## src/rtl/ssp_byte_link_if.sv

```systemverilog
// ssp_byte_link_if: fabric-side byte stream bundle for ssp_byte_link.
//   tx_data  [7:0]  byte to send
//   tx_valid        push request
//   tx_ready        high while the transmit FIFO is not full
//   rx_data  [7:0]  last complete received byte
//   rx_valid        one-cycle strobe for a new rx_data
// master = fabric (mode/demod logic), slave = the link.
interface ssp_byte_link_if;
  logic [7:0] tx_data;
  logic       tx_valid;
  logic       tx_ready;
  logic [7:0] rx_data;
  logic       rx_valid;

  modport master (output tx_data, tx_valid, input tx_ready, rx_data, rx_valid);
  modport slave  (input tx_data, tx_valid, output tx_ready, rx_data, rx_valid);
endinterface

```

## src/rtl/ssp_byte_link.sv

```systemverilog
// ssp_byte_link: byte-oriented SSP link to the ARM SSP peripheral.
// Bytes pushed into a small transmit FIFO are serialised MSB-first on ssp_din
// with a generated ssp_clk and a one-bit-period ssp_frame pulse. ssp_dout is
// deserialised into receive bytes while a word is shifting.
// Ports:
//   ck_1356meg  13.56 MHz clock (only clock)
//   nrst        asynchronous active-low reset
//   enable      link enable; low holds all SSP outputs at 0
//   link        fabric byte stream (ssp_byte_link_if.slave)
//   ssp_clk     SSP bit clock to the ARM
//   ssp_frame   frame sync, high during the first bit of each word
//   ssp_din     serial data to the ARM
//   ssp_dout    serial data from the ARM
// Parameters: DIV (ck cycles per ssp_clk half-period, 1..255),
//             FIFO_DEPTH (power of two, >= 2).
// Build option: define SSP_RX_EN to compile in the receive path; otherwise
// rx_data/rx_valid are tied low and ssp_dout is ignored.
module ssp_byte_link #(
  parameter int unsigned DIV        = 4,
  parameter int unsigned FIFO_DEPTH = 4
) (
  input  logic           ck_1356meg,
  input  logic           nrst,
  input  logic           enable,
  ssp_byte_link_if.slave link,
  output logic           ssp_clk,
  output logic           ssp_frame,
  output logic           ssp_din,
  input  logic           ssp_dout
);

  localparam int unsigned AW       = $clog2(FIFO_DEPTH);
  localparam logic [7:0]  DIV_LAST = 8'(DIV - 1);

  typedef enum logic [1:0] {ST_OFF, ST_IDLE, ST_SHIFT} state_t;

  state_t      state, state_d;
  logic [7:0]  cnt;
  logic [7:0]  mem [FIFO_DEPTH];
  logic [AW:0] wr_ptr, rd_ptr;
  logic [7:0]  head;
  logic [6:0]  shifter;
  logic [2:0]  idx;
  logic        wrap, fall, rise, empty, full, push, pop;

  assign wrap  = enable && (cnt == DIV_LAST);
  assign fall  = wrap & ssp_clk;
  assign rise  = wrap & ~ssp_clk;
  assign empty = (wr_ptr == rd_ptr);
  assign full  = (wr_ptr[AW] != rd_ptr[AW]) && (wr_ptr[AW-1:0] == rd_ptr[AW-1:0]);
  assign head  = mem[rd_ptr[AW-1:0]];

  assign link.tx_ready = ~full;
  assign push          = link.tx_valid & ~full;

  // empty is taken from the pointers before this cycle's push, so a byte
  // pushed on a fall-event cycle waits for the following fall event.
  always_comb begin
    state_d = state;
    pop     = 1'b0;
    if (!enable) begin
      state_d = ST_OFF;
    end else begin
      case (state)
        ST_OFF:  state_d = ST_IDLE;
        ST_IDLE: begin
          if (fall && !empty) begin
            pop     = 1'b1;
            state_d = ST_SHIFT;
          end
        end
        ST_SHIFT: begin
          if (fall && idx == 3'd0) begin
            if (!empty) pop = 1'b1;
            else        state_d = ST_IDLE;
          end
        end
        default: state_d = ST_OFF;
      endcase
    end
  end

  always_ff @(posedge ck_1356meg or negedge nrst) begin
    if (!nrst) state <= ST_OFF;
    else       state <= state_d;
  end

  always_ff @(posedge ck_1356meg) begin
    if (push) mem[wr_ptr[AW-1:0]] <= link.tx_data;
  end

  always_ff @(posedge ck_1356meg or negedge nrst) begin
    if (!nrst) begin
      cnt       <= '0;
      ssp_clk   <= 1'b0;
      ssp_din   <= 1'b0;
      ssp_frame <= 1'b0;
      shifter   <= '0;
      idx       <= '0;
      wr_ptr    <= '0;
      rd_ptr    <= '0;
    end else begin
      if (push) wr_ptr <= wr_ptr + 1'b1;
      if (pop)  rd_ptr <= rd_ptr + 1'b1;
      if (!enable) begin
        cnt       <= '0;
        ssp_clk   <= 1'b0;
        ssp_din   <= 1'b0;
        ssp_frame <= 1'b0;
        idx       <= '0;
      end else begin
        cnt <= wrap ? '0 : cnt + 8'd1;
        if (wrap) ssp_clk <= ~ssp_clk;
        // Bit 7 goes straight to ssp_din on load; only bits 6..0 are kept.
        if (pop) begin
          shifter   <= head[6:0];
          idx       <= 3'd7;
          ssp_din   <= head[7];
          ssp_frame <= 1'b1;
        end else if (fall && state == ST_SHIFT) begin
          ssp_frame <= 1'b0;
          if (idx != 3'd0) begin
            idx     <= idx - 3'd1;
            ssp_din <= shifter[idx - 3'd1];
          end else begin
            ssp_din <= 1'b0;
          end
        end
      end
    end
  end

`ifdef SSP_RX_EN
  logic [6:0] rx_sh;

  // rise already requires enable, so an aborted word never strobes rx_valid.
  always_ff @(posedge ck_1356meg or negedge nrst) begin
    if (!nrst) begin
      rx_sh         <= '0;
      link.rx_data  <= '0;
      link.rx_valid <= 1'b0;
    end else begin
      link.rx_valid <= 1'b0;
      if (state == ST_SHIFT && rise) begin
        rx_sh <= {rx_sh[5:0], ssp_dout};
        if (idx == 3'd0) begin
          link.rx_data  <= {rx_sh, ssp_dout};
          link.rx_valid <= 1'b1;
        end
      end
    end
  end
`else
  logic unused_dout;
  assign unused_dout   = ssp_dout;
  assign link.rx_data  = '0;
  assign link.rx_valid = 1'b0;
`endif

endmodule

```

## src/flat_wrapper.sv

```systemverilog
// flat-port wrapper written by rule: the top's interface ports become plain ports
module ssp_byte_link_flat 
#(
  parameter int unsigned DIV        = 4,
  parameter int unsigned FIFO_DEPTH = 4
)
  (ck_1356meg, nrst, enable, ssp_clk, ssp_frame, ssp_din, ssp_dout, link_tx_data, link_tx_valid, link_tx_ready, link_rx_data, link_rx_valid);
  ssp_byte_link_if link_i ();
  input  logic ck_1356meg;
  input  logic nrst;
  input  logic enable;
  output logic ssp_clk;
  output logic ssp_frame;
  output logic ssp_din;
  input  logic ssp_dout;
  input wire logic [$bits(link_i.tx_data)-1:0] link_tx_data;
  input wire logic [$bits(link_i.tx_valid)-1:0] link_tx_valid;
  output wire logic [$bits(link_i.tx_ready)-1:0] link_tx_ready;
  output wire logic [$bits(link_i.rx_data)-1:0] link_rx_data;
  output wire logic [$bits(link_i.rx_valid)-1:0] link_rx_valid;
  assign link_i.tx_data = link_tx_data;
  assign link_i.tx_valid = link_tx_valid;
  assign link_tx_ready = link_i.tx_ready;
  assign link_rx_data = link_i.rx_data;
  assign link_rx_valid = link_i.rx_valid;
  ssp_byte_link #(.DIV(DIV), .FIFO_DEPTH(FIFO_DEPTH)) u_core (.ck_1356meg(ck_1356meg), .nrst(nrst), .enable(enable), .link(link_i), .ssp_clk(ssp_clk), .ssp_frame(ssp_frame), .ssp_din(ssp_din), .ssp_dout(ssp_dout));
endmodule
```

## config.mk

```make
export PLATFORM = sky130hd
export DESIGN_NAME = ssp_byte_link_flat
export DESIGN_NICKNAME = d
export VERILOG_FILES = /design/src/rtl/ssp_byte_link_if.sv /design/src/rtl/ssp_byte_link.sv /design/src/flat_wrapper.sv
export SDC_FILE = /design/constraint.sdc
export NUM_CORES = 1
export LEC_CHECK = 0
export BUFFER_PORTS_ARGS = -buffer_cell sky130_fd_sc_hd__buf_2
export CAP_MARGIN = 20
export CORE_MARGIN = 3
export CORE_UTILIZATION = 57
export CTS_BUF_LIST = sky130_fd_sc_hd__clkbuf_4
export DETAILED_ROUTE_END_ITERATION = 8
export PLACE_DENSITY_LB_ADDON = 0.1
export SYNTH_ARGS = -nofsm -noshare
export SYNTH_HDL_FRONTEND = slang
export SYNTH_SLANG_ARGS = --single-unit
export TNS_END_PERCENT = 10
```

## constraint.sdc

```tcl
create_clock -name ck_1356meg -period 4.2 [get_ports ck_1356meg]
set_clock_uncertainty 0.2 [all_clocks]
set_input_delay 0.42 -clock ck_1356meg [delete_from_list [all_inputs] [get_ports ck_1356meg]]
set_output_delay 0.42 -clock ck_1356meg [all_outputs]
set_load 0.05 [all_outputs]
```

# Word-level counts from Yosys, hierarchy flattened
# Memories as Yosys holds them, arrays and structs flattened.
# Index checks and enable logic that the tools add are counted.
# op_classes
addsub	4
multipliers	0
div	0
n_lt_le_gt_ge	1
eq_ne	12
shifts	0
muxes	29
bitwise	4
reduce_logical	12
# op_table
op	n
$mux W1	16
$mux W8	2
$mux W3	4
$ne A3 B2 Y1 const B	3
$add A8 B1 Y8 const B	1
$eq A8 B2 Y1 const B	1
$mux W2	4
$add A3 B1 Y3 const B	2
$ne A3 B1 Y1 const B	2
$pmux W2 S3	1
$logic_and A1 B1 Y1	5
$lt A3 B4 Y1 const B	1
$reduce_and A2 Y1	2
$bmux W1 S3	1
$eq A3 B3 Y1	1
$logic_not A3 Y1	1
$reduce_and A3 Y1	1
$reduce_bool A3 Y1	1
$sub A3 B1 Y3 const B	1
$and A1 B1 Y1	2
$eq A2 B1 Y1 const B	1
$eq A2 B2 Y1	1
$eq A2 B2 Y1 const B	1
$logic_not A2 Y1	1
5 further kinds	6
# totals
ff_bits	29
latch_bits	0
ramBits	32
rom_bits	0
input_bits	13
output_inout_bits	13
word_cells	72
n_memories	1
# memory_table
memory	words	word_bits	rd	rd_ports_with_merged_regs	wr	line_no	source
u_core.mem	4	8	1	0	1	ssp_byte_link.sv:39	logic [7:0] mem [FIFO_DEPTH];

# Logic depth before layout (Yosys ltp)
# Gate-level depths: netlist of the first run.
# depth
word_depth	9
ltp_mapped	8
mapped_depth_nobuf	7

# Worst setup path after synthesis of the first run
# No wires, ideal clock.
# synth_path
path_type	reg2reg
start	reg u_core.cnt[0]
end	reg u_core.rd_ptr[1]
setup_time_ns	0.125
arrival_ns	1.981
slack_ns	1.895
path_stages_with_launch	7
n_path_buf	1
synth_period_minus_slack_ns	2.305
path_cell_list	dfrtp_1 -> ha_1 -> nor3b_2 -> nand4_4 -> nor4b_4 -> buf_6 -> mux2_2
# synth_via
elab_chain_cells	7
# synth_lines
element	line_no	source
start: declaration	ssp_byte_link.sv:38	logic [7:0] cnt;
start signal: assignment	ssp_byte_link.sv:112	cnt <= wrap ? '0 : cnt + 8'd1;
$eq A8 B2 Y1 (*)	ssp_byte_link.sv:46	assign wrap = enable && (cnt == DIV_LAST);
$logic_and A1 B1 Y1 (*)	ssp_byte_link.sv:46	
$and A1 B1 Y1 (*)	ssp_byte_link.sv:47	assign fall = wrap & ssp_clk;
$logic_and A1 B1 Y1 (on tied branches)	ssp_byte_link.sv:73, ssp_byte_link.sv:67	
$mux W1 (on tied branches)	ssp_byte_link.sv:73, ssp_byte_link.sv:67	
$pmux W1 S2 (*)	ssp_byte_link.sv:64	case (state)
$mux W1 (*)	ssp_byte_link.sv:61	if (!enable) begin
end signal: assignment	ssp_byte_link.sv:104	if (pop) rd_ptr <= rd_ptr + 1'b1;
end: declaration	ssp_byte_link.sv:40	logic [AW:0] wr_ptr, rd_ptr;
# Mark *: on every way between the ends. The rest lies on a longest branch, timed or not.
# A chain may end at the register's enable or synchronous reset.

# Worst setup path after layout of the first run
# layout_path
start	reg u_core.cnt[0]
end	reg u_core.shifter[5]
# layout_via
elab_chain_cells	8
# layout_lines
element	line_no	source
$eq A8 B2 Y1 (*)	ssp_byte_link.sv:46	
$logic_and A1 B1 Y1 (*)	ssp_byte_link.sv:46	
$and A1 B1 Y1 (*)	ssp_byte_link.sv:47	
$logic_and A1 B1 Y1 (on tied branches)	ssp_byte_link.sv:73, ssp_byte_link.sv:67	
$mux W1 (on tied branches)	ssp_byte_link.sv:73, ssp_byte_link.sv:67	
$pmux W1 S2 (*)	ssp_byte_link.sv:64	
$mux W1 (*)	ssp_byte_link.sv:61	
$reduce_and A2 Y1 (no source line) (*)	-	
end signal: assignment	ssp_byte_link.sv:116	shifter <= head[6:0];
end: declaration	ssp_byte_link.sv:42	logic [6:0] shifter;
# Marks and branches as above.

==> results of run 1 <==
[synthesized netlist by cell type, types with 4 or more instances]
| cell type | n | area share |
|---|---|---|
| inv_1 | 10 | 0.013 |
| edfxtp_1 | 32 | 0.33 |
| nor2_1 | 8 | 0.010 |
| mux4_2 | 9 | 0.070 |
| dfrtp_1 | 29 | 0.25 |
| nand2_1 | 8 | 0.010 |
| buf_4 | 10 | 0.026 |
| mux2_2 | 10 | 0.039 |
| nand3_1 | 5 | 0.0087 |
| or2_2 | 4 | 0.0087 |
| mux2i_1 | 4 | 0.014 |
| xor2_1 | 9 | 0.027 |
| xnor2_1 | 6 | 0.018 |
| and3_1 | 7 | 0.015 |
| ha_1 | 12 | 0.052 |
[metrics by stage]
stage	utilization	instance area, um2
global placement	0.619	2980
global route	0.651	3140
floorplan	-	2920
CTS	0.649	3130
detailed placement	0.619	2980
finish	0.651	3140
[registers in the layout, indices dropped and copies added (netlist names)]
| name | count |
|---|---|
| u_core.ssp_din | 1 |
| u_core.ssp_clk | 1 |
| u_core.shifter | 7 |
| u_core.ssp_frame | 1 |
| u_core.mem | 32 |
| u_core.idx | 3 |
| u_core.cnt | 8 |
| u_core.wr_ptr | 3 |
| u_core.rd_ptr | 3 |
| u_core.state | 2 |
[where the power goes]
group	total [mW]	internal, mW	switching, mW
sequential	0.772	0.728	0.0441
clock	0.396	0.205	0.191
combinational	0.300	0.108	0.192
total	1.47	1.04	0.427
[metal layers]
metal	wire length, um	track usage	vias to the layer above	share of wire
met2	2360	0.305	40	0.51
met1	1960	0.204	777	0.43
met3	157	0.0458	11	0.034
li1	-	-	757	-
met5	0	0	-	0
met4	107	0.0979	0	0.023
[worst paths after layout]
kind                       cells after the start                       endpoint  slack [ns]
hold reg to reg                                1   u_core.wr_ptr[2]$_DFFE_PN0P_        0.29
setup / recovery                               5  u_core.shifter[5]$_DFFE_PN0P_        1.45
setup reg to reg                               5  u_core.shifter[5]$_DFFE_PN0P_        1.45
hold / removal                                 1     u_core.mem[3][1]$_DFFE_PP_        0.04
max in group asynchronous                      2  u_core.shifter[5]$_DFFE_PN0P_        2.99
min in group asynchronous                      2        u_core.cnt[5]$_DFF_PN0_        0.39
[cell families after synthesis]
kind of cell / after synthesis / share of synthesized area
muxes: 23 / 0.123
and+or+nand+nor: 49 / 0.109
DFF: 61 / 0.584
other: 1 / 0.00130
xor gates and xnor gates: 15 / 0.0455
adders and majority gates: 12 / 0.0520
AOI/OAI and AO/OA: 15 / 0.0373
buffers and inverters: 23 / 0.0481
[cell type report]
class                   instances  area [um2]
repair buffers                 18         103
clock buffers                  13        97.6
inverters                      10        37.5
fillers                       360        1680
clock inverters                 3        37.5
well taps                      67        83.8
flip-flops and latches         61        1690
multi-input cells             123        1090
==> flow_metrics.env, run 1 <==
export IMPL_status="completed"
export IMPL_hold_viol_final=0
export IMPL_relSlewSlack=0.373
export IMPL_post_cts_buffers=0
export IMPL_tns_ns=0
export IMPL_drt_pass1_iter_count=4
export IMPL_place_inst=277
export IMPL_start_util=0.599
export IMPL_cts_hold_buf=1
export IMPL_instances_no_fill=295
export IMPL_hpwl_um=3240
export IMPL_cts_sinks=61
export IMPL_startpoint="u_core.cnt[0]$_DFF_PN0_"
export IMPL_timing_final_ws_setup_ns=1.45
export IMPL_grt_max_degree=30
export IMPL_vdd_drop_max_mv=0.295
export IMPL_synthCells=199
export IMPL_ant_nets=0
export IMPL_required_ns=4.27
export IMPL_crit_type="flip-flop to flip-flop"
export IMPL_slew_violations=0
export IMPL_synth_enable_flop_cells=32
export IMPL_dp_slack_ns=1.43
export IMPL_power_density_nw_per_um2=468
export IMPL_rsz0062_at_grt="false"
export IMPL_final_nets=248
export IMPL_ys_types=41
export IMPL_hp_class="primary input to flip-flop"
export IMPL_via_per_inst=5.37
export IMPL_cpPeakStageDelay_ns=0.81
export IMPL_hp_start="link_tx_data[1]"
export IMPL_cp_arrival_ns=2.83
export IMPL_grt_ovfl_total=0
export IMPL_cp_cell_sequence="ha_1, nor3b_2, nand4_4, nor4b_4, mux2_2"
export IMPL_clockBufferDepth=2
export IMPL_worst_setup_path_end_kind="flip-flop"
export IMPL_synth_seq_cells=61
export IMPL_syn_to_final_growth_pct=8.67
export IMPL_yosys_warnings=0
export IMPL_synthArstFlopShare=0.475
export IMPL_die_w_um=77.2
export IMPL_avgSynthCellArea_um2=14.5
export IMPL_fmax_mhz=363
export IMPL_port_buffers=15
export IMPL_antenna_found_initial=0
export IMPL_numCtsBuffers=9
export IMPL_cts_tree="done"
export IMPL_fin_crit_sh=0.656
export IMPL_grt_pass1_vias=1702
export IMPL_drt_iter0_markers=80
export IMPL_core_area_um2=4820
export IMPL_tightest_slew_ns=0.937
export IMPL_fp_dieH_um=77.2
export IMPL_grtUsageTotal=0.178
export IMPL_cts_resized=0
export IMPL_p_leak_nw=1.34
export IMPL_wire_per_inst_um=15.5
export IMPL_design_die_area_um2=5960
export IMPL_clk_pin_slew_worst_paths_ns=0.10
export IMPL_grt_pass1_wl_um=7980
export IMPL_synth_flop_cell="edfxtp_1"
export IMPL_wl_um=4580
export IMPL_fin_crit_ns=2.75
export IMPL_boundaryPins=26
export IMPL_final_common_cell="edfxtp_1"
export IMPL_crit_family="simple AND/OR/NAND/NOR gates"
export IMPL_fp_row_count=25
export IMPL_cp_num_buf_inv=0
export IMPL_cp_start_kind="flip-flop"
export IMPL_root_buffer="clkbuf_4"
export IMPL_finalSetupViolCount=0
export IMPL_antenna_cells=0
export IMPL_ys_seq_area_frac=0.584
export IMPL_htreeDepth=3
export IMPL_path_max_fanout=15
export IMPL_hold_ws_ns=0.0363
export IMPL_vias=1585
export IMPL_worstReg2RegStart="u_core.cnt[0]$_DFF_PN0_"
export IMPL_clock_latency_ns=0.39
export IMPL_layout_common_cells="edfxtp_1 (32), dfrtp_1 (29), buf_2 (15)"
export IMPL_drv_cap=0
export IMPL_drc=0
export IMPL_slowest_stage="nor4b_4"
export IMPL_synthesis_area_um2=2890
export IMPL_power_total_mw=1.47
export IMPL_drive_gt1_frac=0.259
export IMPL_gp_congestion=0.764
(Power assumes the default switching activity.)
==> run 2: changes to the inputs <==
Clock period 4.2 ns to 2.6 ns, I/O delays scaled along.
==> flow_metrics.env, run 2 (same netlist as run 1, synthesis figures left out) <==
export IMPL_finalSetupViolCount=0
export IMPL_wire_per_inst_um=15.6
export IMPL_grtUsageTotal=0.185
export IMPL_worstReg2RegStart="u_core.cnt[0]$_DFF_PN0_"
export IMPL_drive_gt1_frac=0.265
export IMPL_fmax_mhz=422
export IMPL_port_buffers=15
export IMPL_fp_row_count=25
export IMPL_cp_num_buf_inv=1
export IMPL_power_total_mw=2.58
export IMPL_via_per_inst=5.32
export IMPL_root_buffer="clkbuf_4"
export IMPL_numCtsBuffers=9
export IMPL_drv_cap=0
export IMPL_tns_ns=0
export IMPL_relSlewSlack=0.561
export IMPL_hp_start="enable"
export IMPL_p_leak_nw=1.41
export IMPL_start_util=0.599
export IMPL_rsz0062_at_grt="false"
export IMPL_layout_common_cells="edfxtp_1 (32), dfrtp_1 (29), buf_2 (15)"
export IMPL_cp_arrival_ns=2.44
export IMPL_grt_pass1_vias=1749
export IMPL_path_max_fanout=14
export IMPL_grt_ovfl_total=0
export IMPL_antenna_found_initial=0
export IMPL_instances_no_fill=305
export IMPL_antenna_cells=0
export IMPL_drt_iter0_markers=84
export IMPL_hp_class="primary input to flip-flop"
export IMPL_htreeDepth=3
export IMPL_gp_congestion=0.757
export IMPL_syn_to_final_growth_pct=13.5
export IMPL_cpPeakStageDelay_ns=0.42
export IMPL_required_ns=2.67
export IMPL_fin_crit_sh=0.911
export IMPL_hpwl_um=3270
export IMPL_core_area_um2=4820
export IMPL_status="completed"
export IMPL_slowest_stage="dfrtp_1"
export IMPL_drt_pass1_iter_count=4
export IMPL_final_nets=258
export IMPL_post_cts_buffers=0
export IMPL_worst_setup_path_end_kind="flip-flop"
export IMPL_clock_latency_ns=0.39
export IMPL_placed_area_um2=3010
export IMPL_crit_family="simple AND/OR/NAND/NOR gates"
export IMPL_post_route_util=0.680
export IMPL_cts_sinks=61
export IMPL_timing_final_ws_setup_ns=0.231
export IMPL_stdcell_area_um2=3280
export IMPL_vdd_drop_max_mv=0.668
export IMPL_clockBufferDepth=2
export IMPL_place_inst=280
export IMPL_grt_max_degree=30
export IMPL_cp_start_kind="flip-flop"
export IMPL_crit_type="flip-flop to flip-flop"
export IMPL_hold_viol_final=0
export IMPL_hold_ws_ns=0.0443
export IMPL_startpoint="u_core.cnt[0]$_DFF_PN0_"
export IMPL_power_density_nw_per_um2=788
export IMPL_slew_violations=0
export IMPL_fp_dieH_um=77.2
export IMPL_tightest_slew_ns=0.659
export IMPL_dp_slack_ns=0.257
export IMPL_drc=0
export IMPL_boundaryPins=26
export IMPL_ant_nets=0
export IMPL_fin_crit_ns=2.37
export IMPL_grt_pass1_wl_um=8130
export IMPL_cp_cell_sequence="ha_1, nor3b_2, nand4_4, nor4b_4, buf_4, mux2_2"
export IMPL_die_w_um=77.2
export IMPL_design_die_area_um2=5960
export IMPL_largest_reg_flops=32
export IMPL_wl_um=4750
export IMPL_vias=1623
export IMPL_cts_tree="done"
export IMPL_final_common_cell="edfxtp_1"
export IMPL_clk_pin_slew_worst_paths_ns=0.10
## run 2: final timing paths
kind / endpoint / cells past startpoint / slack (ns)
max in group asynchronous: u_core.shifter[4]$_DFFE_PN0P_ / 2 / 1.54
hold reg to reg: u_core.wr_ptr[2]$_DFFE_PN0P_ / 1 / 0.29
hold / removal: u_core.idx[0]$_DFFE_PN0P_ / 2 / 0.04
min in group asynchronous: u_core.cnt[1]$_DFF_PN0_ / 2 / 0.23
setup reg to reg: u_core.shifter[4]$_DFFE_PN0P_ / 6 / 0.23
setup / recovery: u_core.shifter[4]$_DFFE_PN0P_ / 6 / 0.23
## run 2: final cells by class
class | instances | area (um2)
Clock buffer | 11 | 82.6
Clock inverter | 5 | 98.8
Fill cell | 344 | 1540
Inverter | 10 | 37.5
Multi-Input combinational cell | 123 | 1090
Sequential cell | 61 | 1690
Tap cell | 67 | 83.8
Timing Repair Buffer | 28 | 195
## run 2: repair_timing
item                      in CTS  in global routing
hold buffers                   9                  0
gates resized for setup        0                  0
hold endpoints to repair      61                  0
## run 2: power by group
group | internal, mW | switching [mW] | leakage, nW | total (mW)
registers | 1.18 | 0.0714 | 0.687 | 1.25
clock network | 0.505 | 0.323 | 0.0985 | 0.828
logic | 0.186 | 0.323 | 0.622 | 0.508
total | 1.87 | 0.717 | 1.41 | 2.58
## run 2: per-layer routing
metal	up-vias	part of all wire	global-route usage
li1	775	-	-
met1	804	0.41	0.202
met2	36	0.53	0.327
met3	8	0.041	0.0575
met4	0	0.018	0.0819
met5	-	0	0
==> run 3: changes to the inputs <==
Settings changed: ABC_AREA set to 1, TNS_END_PERCENT 10 to 1.
==> flow_metrics.env, run 3 <==
export IMPL_synthesis_area_um2=3010
export IMPL_gp_congestion=0.887
export IMPL_ys_top_cells_by_area="edfxtp_1 (32%), dfrtp_1 (24%), nand2_1 (6.9%)"
export IMPL_synth_enable_flop_cells=32
export IMPL_cts_tree="done"
export IMPL_antenna_found_initial=0
export IMPL_grt_use_met2=0.330
export IMPL_drc=0
export IMPL_avgSynthCellArea_um2=9.51
export IMPL_tns_ns=0
export IMPL_worst_setup_path_end_kind="flip-flop"
export IMPL_die_w_um=78.6
export IMPL_clk_pin_slew_worst_paths_ns=0.11
export IMPL_vias=2081
export IMPL_largest_reg_flops=32
export IMPL_boundaryPins=26
export IMPL_synth_flop_cell="edfxtp_1"
export IMPL_startpoint="u_core.idx[0]$_DFFE_PN0P_"
export IMPL_grt_ovfl_total=0
export IMPL_hpwl_um=3450
export IMPL_cp_start_kind="flip-flop"
export IMPL_drv_cap=0
export IMPL_root_buffer="clkbuf_4"
export IMPL_synthArstFlopShare=0.475
export IMPL_p_leak_nw=1.52
export IMPL_synth_seq_cells=61
export IMPL_cts_sinks=61
export IMPL_hold_viol_final=0
export IMPL_synth_most_common_cell="nand2_1"
export IMPL_ant_nets=0
export IMPL_status="completed"
export IMPL_yosys_warnings=0
export IMPL_tightest_slew_ns=0.628
export IMPL_ys_types=30
export IMPL_wl_um=5170
export IMPL_grtUsageTotal=0.194
export IMPL_fp_dieH_um=78.6
export IMPL_place_inst=397
export IMPL_numCtsBuffers=9
export IMPL_synth_top_area_frac=0.320
export IMPL_core_area_um2=4910
export IMPL_layout_common_cells="nand2_1 (55), inv_1 (49), nor2_1 (34)"
export IMPL_dp_slack_ns=0.459
export IMPL_cpPeakStageDelay_ns=0.46
export IMPL_cp_arrival_ns=2.26
export IMPL_drt_pass1_iter_count=4
export IMPL_grt_pass1_wl_um=9070
export IMPL_use_met3=0.0470
export IMPL_grt_pass1_vias=2072
export IMPL_fin_crit_ns=2.13
export IMPL_htreeDepth=3
export IMPL_rsz0062_at_grt="false"
export IMPL_syn_to_final_growth_pct=11.7
export IMPL_grt_max_degree=30
export IMPL_synth_top_cell_by_area="edfxtp_1"
export IMPL_slew_violations=0
export IMPL_cp_cell_sequence="inv_1, ha_1, nand3_1, a21oi_2, nand4_4, nor2_1, xor2_1"
export IMPL_worstReg2RegStart="u_core.idx[0]$_DFFE_PN0P_"
export IMPL_power_density_nw_per_um2=721
export IMPL_final_nets=377
export IMPL_drive_gt1_frac=0.143
export IMPL_timing_final_ws_setup_ns=0.473
export IMPL_instances_no_fill=424
export IMPL_stdcell_area_um2=3360
export IMPL_fmax_mhz=470
export IMPL_grt_busiest_layer="met2"
export IMPL_vdd_drop_max_mv=0.457
export IMPL_crit_type="flip-flop to flip-flop"
export IMPL_port_buffers=15
export IMPL_use_met1=0.222
export IMPL_fin_crit_sh=0.818
export IMPL_ys_seq_area_frac=0.561
export IMPL_final_common_cell="nand2_1"
export IMPL_cts_resized=0
export IMPL_clock_latency_ns=0.40
export IMPL_antenna_cells=0
export IMPL_path_max_fanout=25
export IMPL_via_per_inst=4.91
export IMPL_synthCells=316
export IMPL_hp_class="primary input to async pin"
export IMPL_finalSetupViolCount=0
export IMPL_wire_per_inst_um=12.2
export IMPL_synth_top_cells_by_count="nand2_1 (55), inv_1 (49), nor2_1 (34), edfxtp_1 (32), dfrtp_1 (29)"
export IMPL_clockBufferDepth=2
export IMPL_relSlewSlack=0.581
export IMPL_fp_row_count=25
export IMPL_start_util=0.612
export IMPL_drt_iter0_markers=98
export IMPL_placed_area_um2=3120
export IMPL_required_ns=2.73
export IMPL_slowest_stage="dfrtp_1"
export IMPL_design_die_area_um2=6180
## run 3: repair_timing
action	in CTS	in global routing
hold endpoints to repair	65	0
hold buffers	11	0
buffers inserted	0	0
## run 3: final cells by class
class,instances,area [um2]
clock buffers,10,75.1
clock inverters,6,48.8
fillers,388,1550
inverters,53,201
multi-input cells,194,1020
flip-flops and latches,61,1690
well taps,67,83.8
repair buffers,33,238
## run 3: final timing paths
| path | end | slack (ns) | cells after the start |
|---|---|---|---|
| max | u_core.rd_ptr[2]$_DFFE_PN0P_ | 0.47 | 7 |
| min | u_core.idx[1]$_DFFE_PN0P_ | 0.21 | 2 |
| max reg2reg | u_core.rd_ptr[2]$_DFFE_PN0P_ | 0.47 | 7 |
| min reg2reg | u_core.cnt[0]$_DFF_PN0_ | 0.27 | 1 |
| max in group asynchronous | u_core.wr_ptr[2]$_DFFE_PN0P_ | 1.58 | 2 |
| min in group ck_1356meg | u_core.cnt[0]$_DFF_PN0_ | 0.27 | 1 |
## run 3: kinds of logic after synthesis
family / count (synthesis) / synth area share
xor+xnor: 5 / 0.0146
other cells: 1 / 0.00125
simple gates: 126 / 0.186
flops: 61 / 0.561
compound gates: 42 / 0.0787
fa+ha+maj: 12 / 0.0500
buf+inv: 69 / 0.108
## run 3: critical path: cells and delay by family, from the launching register on
family                     cells  cell delay (ns)
AOI/OAI and AO/OA              1             0.21
adders and majority gates      1             0.19
xor gates and xnor gates       1             0.15
and+or+nand+nor                3             0.67
buffers and inverters          1             0.16
DFF                            1             0.46
## run 3: stage by stage
| stage | utilization | hold WS, ns | power [mW] |
|---|---|---|---|
| final | 0.684 | 0.209 | 2.42 |
| after global routing | 0.684 | 0.235 | 2.59 |
| after CTS | 0.684 | 0.202 | 2.45 |
| after detailed placement | 0.636 | 0.119 | 1.85 |
| after global placement | 0.636 | 0.120 | 1.83 |
| after floorplan | - | -0.236 | 1.69 |
## run 3: power breakdown
part           switching, mW  internal [mW]
clock network          0.365          0.213
registers             0.0816           1.18
logic                  0.388          0.189
total                  0.834           1.58
## run 3: per-layer routing
layer,wire [um],share of wire
met1,2340,0.45
met2,2500,0.48
met3,216,0.042
met4,113,0.022
met5,0,0
